[src/rtl/svm_pkg.sv]
// Shared types and constants for the SVM inference batch controller.
// Latency: n/a (declarations only).
// Backpressure: n/a (declarations only).
package svm_pkg;

    typedef enum logic [2:0] {
        IDLE,
        PRIME,
        STREAM,
        WAIT_RES,
        EMIT,
        DONE
    } state_t;

    // Result class encodings presented on res_class
    localparam logic [1:0] CLS_POS = 2'b01;
    localparam logic [1:0] CLS_NEG = 2'b11;
    localparam logic [1:0] CLS_ERR = 2'b10;

    // Raw words the inference core returns for the two valid classes
    localparam logic [15:0] RES_POS = 16'h0001;
    localparam logic [15:0] RES_NEG = 16'hFFFF;

endpackage

[src/rtl/svm_feat_sequencer.sv]
// Feature address generator: issues feature 0 in PRIME, then prefetches one address ahead while streaming.
// Latency: address is combinational from state; core_in_valid follows STREAM with no extra delay.
// Backpressure: none; the stream of NUM_FEAT words is never stalled once started.
module svm_feat_sequencer #(
    parameter int NUM_FEAT    = 8,
    parameter int MAX_SAMPLES = 16
) (
    input  logic                                  clk,
    input  logic                                  rst,
    input  logic                                  prime,
    input  logic                                  stream,
    input  logic [$clog2(MAX_SAMPLES)-1:0]        sample_idx,
    output logic [$clog2(MAX_SAMPLES*NUM_FEAT)-1:0] feat_addr,
    output logic                                  core_in_valid,
    output logic                                  last_feat
);

    localparam int AW = $clog2(MAX_SAMPLES*NUM_FEAT);
    localparam int FW = (NUM_FEAT > 1) ? $clog2(NUM_FEAT) : 1;

    logic [FW-1:0] feat;
    logic [AW-1:0] base;

    // Feature counter advances once per streamed word and restarts for each sample
    always_ff @(posedge clk) begin
        if (rst || !stream) begin
            feat <= '0;
        end else begin
            feat <= feat + FW'(1);
        end
    end

    assign core_in_valid = stream;
    assign last_feat     = stream && (feat == FW'(NUM_FEAT - 1));
    assign base          = AW'(sample_idx) * AW'(NUM_FEAT);

    // Address one word ahead of the data currently on feat_rdata; hold on the last word
    // so the prefetch never runs past the end of the sample.
    always_comb begin
        feat_addr = '0;
        if (prime) begin
            feat_addr = base;
        end else if (stream) begin
            if (last_feat) begin
                feat_addr = base + AW'(feat);
            end else begin
                feat_addr = base + AW'(feat) + AW'(1);
            end
        end
    end

endmodule

[src/rtl/svm_infer_ctrl.sv]
// Batch controller: streams NUM_FEAT features per sample into an SVM core and reports per-sample classes and tallies.
// Latency: first core_in_valid 2 cycles after accepted start; done pulses the cycle after the DONE state.
// Backpressure: EMIT holds res_valid until res_ready; optional result timeout via SVM_INFER_CTRL_TIMEOUT_EN.
module svm_infer_ctrl
    import svm_pkg::*;
#(
    parameter int DATA_WIDTH  = 16,
    parameter int NUM_FEAT    = 8,
    parameter int MAX_SAMPLES = 16,
    parameter int TIMEOUT     = 255
) (
    input  logic                                    clk,
    input  logic                                    rst,
    input  logic                                    start,
    input  logic [$clog2(MAX_SAMPLES+1)-1:0]        num_samples,
    output logic                                    busy,
    output logic                                    done,
    output logic [$clog2(MAX_SAMPLES*NUM_FEAT)-1:0] feat_addr,
    input  logic [DATA_WIDTH-1:0]                   feat_rdata,
    output logic [DATA_WIDTH-1:0]                   core_in,
    output logic                                    core_in_valid,
    input  logic [DATA_WIDTH-1:0]                   core_out,
    input  logic                                    core_outvalid,
    output logic [1:0]                              res_class,
    output logic [$clog2(MAX_SAMPLES)-1:0]          res_idx,
    output logic                                    res_valid,
    input  logic                                    res_ready,
    output logic [$clog2(MAX_SAMPLES+1)-1:0]        pos_count,
    output logic [$clog2(MAX_SAMPLES+1)-1:0]        neg_count,
    output logic [$clog2(MAX_SAMPLES+1)-1:0]        err_count
);

    localparam int CW = $clog2(MAX_SAMPLES+1);
    localparam int IW = $clog2(MAX_SAMPLES);
    localparam int TW = $clog2(TIMEOUT+1);

    state_t        state, state_nxt;
    logic [CW-1:0] cnt;
    logic [IW-1:0] idx;
    logic          last_feat;
    logic          last_sample;
    logic          timeout_hit;

    svm_feat_sequencer #(
        .NUM_FEAT    (NUM_FEAT),
        .MAX_SAMPLES (MAX_SAMPLES)
    ) u_seq (
        .clk           (clk),
        .rst           (rst),
        .prime         (state == PRIME),
        .stream        (state == STREAM),
        .sample_idx    (idx),
        .feat_addr     (feat_addr),
        .core_in_valid (core_in_valid),
        .last_feat     (last_feat)
    );

    // Memory data is passed straight through so the core sees it the cycle it arrives
    assign core_in     = core_in_valid ? feat_rdata : '0;
    assign res_valid   = (state == EMIT);
    assign res_idx     = idx;
    assign last_sample = (CW'(idx) == cnt - CW'(1));

`ifdef SVM_INFER_CTRL_TIMEOUT_EN
    logic [TW-1:0] wait_cnt;

    // Counts cycles spent in WAIT_RES, restarting on every entry
    always_ff @(posedge clk) begin
        if (rst || state != WAIT_RES) begin
            wait_cnt <= '0;
        end else begin
            wait_cnt <= wait_cnt + TW'(1);
        end
    end

    assign timeout_hit = (state == WAIT_RES) && (wait_cnt == TW'(TIMEOUT - 1));
`else
    logic [TW-1:0] unused_timeout;
    assign unused_timeout = TW'(TIMEOUT);
    assign timeout_hit    = 1'b0;
`endif

    // State register; reset wins over any start in the same cycle
    always_ff @(posedge clk) begin
        if (rst) begin
            state <= IDLE;
        end else begin
            state <= state_nxt;
        end
    end

    // Next-state decode
    always_comb begin
        state_nxt = state;
        case (state)
            IDLE:     if (start) state_nxt = (num_samples == '0) ? DONE : PRIME;
            PRIME:    state_nxt = STREAM;
            STREAM:   if (last_feat) state_nxt = WAIT_RES;
            WAIT_RES: if (core_outvalid || timeout_hit) state_nxt = EMIT;
            EMIT:     if (res_ready) state_nxt = last_sample ? DONE : PRIME;
            DONE:     state_nxt = IDLE;
            default:  state_nxt = IDLE;
        endcase
    end

    // Batch bookkeeping: latched length, sample index, result class and tallies
    always_ff @(posedge clk) begin
        if (rst) begin
            busy      <= 1'b0;
            done      <= 1'b0;
            cnt       <= '0;
            idx       <= '0;
            res_class <= 2'b00;
            pos_count <= '0;
            neg_count <= '0;
            err_count <= '0;
        end else begin
            done <= (state == DONE);
            case (state)
                IDLE: begin
                    if (start) begin
                        cnt       <= (num_samples > CW'(MAX_SAMPLES)) ? CW'(MAX_SAMPLES) : num_samples;
                        idx       <= '0;
                        pos_count <= '0;
                        neg_count <= '0;
                        err_count <= '0;
                        busy      <= 1'b1;
                    end
                end
                WAIT_RES: begin
                    if (core_outvalid) begin
                        if (core_out == DATA_WIDTH'(RES_POS)) begin
                            res_class <= CLS_POS;
                            pos_count <= pos_count + CW'(1);
                        end else if (core_out == DATA_WIDTH'(RES_NEG)) begin
                            res_class <= CLS_NEG;
                            neg_count <= neg_count + CW'(1);
                        end else begin
                            res_class <= CLS_ERR;
                            err_count <= err_count + CW'(1);
                        end
                    end else if (timeout_hit) begin
                        res_class <= CLS_ERR;
                        err_count <= err_count + CW'(1);
                    end
                end
                EMIT: begin
                    if (res_ready) begin
                        idx <= idx + IW'(1);
                    end
                end
                DONE: begin
                    busy <= 1'b0;
                end
                default: begin
                end
            endcase
        end
    end

endmodule

[config.mk]
export PLATFORM = sky130hd
export DESIGN_NAME = svm_infer_ctrl
export DESIGN_NICKNAME = d
export VERILOG_FILES = /design/src/rtl/svm_pkg.sv /design/src/rtl/svm_feat_sequencer.sv /design/src/rtl/svm_infer_ctrl.sv
export SDC_FILE = /design/constraint.sdc
export NUM_CORES = 1
export LEC_CHECK = 0
export ABC_CLOCK_PERIOD_IN_PS = 1700
export CAP_MARGIN = 20
export CORE_MARGIN = 3
export CORE_UTILIZATION = 38
export DETAILED_ROUTE_END_ITERATION = 8
export HOLD_SLACK_MARGIN = 0.1
export PLACE_DENSITY = 0.76
export SLEW_MARGIN = 20
export SYNTH_ARGS = -nofsm -noshare
export SYNTH_HDL_FRONTEND = slang
export SYNTH_SLANG_ARGS = --single-unit
[constraint.sdc]
create_clock -name clk -period 1.7 [get_ports clk]
set_input_delay 0.34 -clock clk [delete_from_list [all_inputs] [get_ports clk]]
set_output_delay 0.34 -clock clk [all_outputs]
set_load 0.05 [all_outputs]
==> metrics.md <==
| Metric | Value |
|---|---|
| Placed Area | 3618 um2 |
| Pre-Repair DR Iteration Count | 4 |
| RSZ-0062 raised after global routing | true |
| GRT Overall Usage | 22.43% |
| Slew margin rel. | roughly 74% |
| Clock buffer depth | 2 |
| Clock skew | 0.01125 ns |
| DR iter-0 viols | 79 |
| YS warnings | 0 |
| Failing checks | negative setup slack |
| Layout Utilization | 77.62% |
| Max-slew violations | 0 |
| Synth Area per Inst | around 8.1 um2 |
| Final Cycle Share | 125.0% |
| CP required | 1.36 ns |
| Port buffer count | 89 |
| Reg2reg setup slack | -0.08 ns |
| Largest net degree at the start of global routing | 15 |
| Worst skew pair latency | 0.29 ns |
| Routability congestion estimate from global placement | 0.7875 |
| Reg clk slew, reported paths | 0.08 ns |
| DRC viols | 0 |
| Row count | 26 |
| Commonest non-fill, non-tap cells in the layout | 58 x buf_4, 33 x clkdlybuf4s50_1, 28 x buf_12 |
| Crit path max-delay cell type | dfxtp_2 |
| Post-layout min period | 2.125 ns |
| Worst r2r dst | err_count[3] |
| Hpwl dp | 5134 um |
| Achievable clock frequency | 0.4706 GHz |
| CP Launch Point | u_seq.feat[0] |
| First-pass GRT wire length | 11470 um |
| Leak | 1.633 nW |
| H-tree depth | 2 |
| Floorplan Core Area | 5172 um2 |
| Starting density of the core | 39.67% |
| Status | finished, violations left |
| Vias | 2468 |
| Drt total wl | just over 7000 um |
| Worst flop-to-flop path startpoint | state[1] |
| CP endpoint | feat_addr[6] |
| Crit-path max cell delay | 0.35 ns |
| Syn Nets | 302 |
| Pre-CTS setup slack | -0.4375 ns |
| Num CTS Buffers | 5 |
| Fin worst setup slack | -0.4251 ns |
| Most common cell after layout, fill and taps aside | buf_4 |
| Share of layout cells above drive strength 1 | 44.44% |
| Total I/O pin count | 90 |
| Vias in the first global route | ~2.5k |
| Root Driver | clkbuf_8 |
| Synth unique cells | 45 |
| Cell count of the worst reg-to-reg path | 6 |
| Post-route cell area | 4015 um2 |
| Cells after Synth | approximately 250 |
| Top cell by count, worst path | ha_4 |
| CP Max Fanout | 3 |
| Initial antenna violation count | 0 |
| Cell area after synthesis | 2052 um2 |
| Power Density | 740.2 nW/um2 |
| Wire per inst | 15.57 um |
| FF+latch count, synth | 34 |
| Hold Path Class | flip-flop to flip-flop |
| Sequential fraction of the synthesis area | 33.17% |
| Die W | 79.49 um |
| CTS tree | yes |
| WHS | 0.4995 ns |
| # setup viols final | 34 |
| CP cell instances | ha_4, ha_4, a21oi_2, a31oi_1, o21ai_1, o21ai_4, buf_12 |
| Post-route antenna net violation count | 0 |
| Critical Path AT | 1.79 ns |
| Worst IR Drop VDD | 0.0006530 V |
| Clock sink total | 34 |
| Max_cap viols | 0 |
| Crit. End Element | output pin |
| Die height | 79.49 um |
| Hold Vio Cnt, Final | 0 |
| Gr ovfl total | 0 |
| Worst hold stages | 2 |
| DR vias/cell | 5.400 |
| Antenna cells | 0 |
| WS Path Type | flip-flop to output pin |
| Nets@finish | 435 |
| Fin Setup TNS | -4.479 ns |
| Worst-Margin Slew | 0.3812 ns |
| Startpoint Class | flip-flop |
| P&R area growth vs syn | 95.67% |
| Die area | approximately 6300 um2 |
[flip-flops by register name, summed over array words and instances (netlist names)]
name	cells
neg_count	5
cnt	5
state	3
res_class	2
u_seq.feat	3
err_count	5
res_idx	4
done	1
busy	1
pos_count	5
[critical path, delay by kind of cell (launching register included)]
family,cells,cell delay (ns)
AO/OA/AOI/OAI,4,0.67
buffers and inverters,1,0.16
adder cells (fa/ha/maj),2,0.33
flip-flops,1,0.35
[final cells by class]
type / count / area, um2
flip-flops and latches: 34 / 699.4
multi-input cells: 197 / 1534
fillers: 337 / 1157
clock inverters: 1 / 5.005
well taps: 70 / 87.58
clock buffers: 7 / 86.33
repair buffers: 142 / 1580
inverters: 6 / 22.52
[cell families after synthesis]
group	count (synthesis)	synth area share, %
fa+ha+maj	7	4.268
buf+inv	22	5.000
simple gates	112	31.83
mux	5	2.439
xor+xnor	10	4.269
flops	34	33.17
compound gates	63	19.03
[report_power, final]
group	internal, W	switching, W	leakage, nW
logic	0.000743	0.000732	1.30
clock network	0.000327	0.000300	0.0482
registers	0.000838	0.0000321	0.280
[cell usage after synthesis]
cell,n,share of area (%)
buf_2,4,0.98
and3b_1,1,0.43
or4_1,1,0.37
nor4_1,4,1.2
buf_6,2,1.1
nor4bb_1,1,0.49
nand2b_1,6,1.8
a31oi_1,3,0.91
o21ai_2,1,0.43
or3b_4,1,0.55
and3_1,3,0.91
or3_1,5,1.5
nor2_1,27,4.9
o211ai_1,7,2.6
o2111ai_1,1,0.43
and4b_1,1,0.49
nor4_4,1,1.0
o21a_1,2,0.73
o21bai_1,1,0.37
mux2i_1,5,2.4
dfxtp_1,34,33
nor3_1,4,0.98
ha_1,7,4.3
o41a_2,1,0.61
nand2_1,9,1.6
o41ai_1,1,0.43
a21oi_1,25,6.1
and4_1,1,0.43
o31a_1,1,0.43
clkbuf_1,10,1.8
inv_1,6,1.1
nor4b_1,3,1.3
and2_1,16,4.9
a311oi_1,2,0.85
nand3_1,7,1.7
xnor2_1,3,1.3
xor2_1,7,3.0
nor3b_1,7,2.6
o21ai_0,16,3.9
a21oi_4,1,0.79
or4b_1,1,0.49
nor2b_1,1,0.31
nand4_1,10,3.0
a311o_1,1,0.49
nand3b_1,2,0.73
[how the worst min path moves through the flow]
stage / start / endpoint / slack, ns
4_1_cts: err_count[4] / err_count[4] / 0.50
6_report: err_count[4] / err_count[4] / 0.50
5_1_grt: err_count[4] / err_count[4] / 0.52
3_5_place_dp: err_count[4] / err_count[4] / 0.49
2_1_floorplan: rst / done / 0.42
3_3_place_gp: neg_count[4] / neg_count[4] / 0.48
[timing repair]
action / 4_1_cts / 5_1_grt
gates cloned: 1 / 0
resized for setup: 51 / 28
endpoints found under the setup margin: 39 / 42
setup buffers: 10 / 5
hold buffers: 0 / 0
pin swaps: 17 / 21
[metrics by stage]
step	cells	power, W
after global routing	457	0.003109
after CTS	455	0.002944
after floorplan	253	0.001537
after detailed placement	437	0.002126
after global placement	437	0.002099
final	457	0.002972
[metal layers]
layer,vias up,GRT usage [%],wire length [um]
met1,1164,23.71,2804
met3,8,6.885,594
li1,1193,-,-
met2,103,43.24,3652
met5,-,0,0
met4,0,4.296,64
No activity file was read; power rests on OpenSTA's default activity.
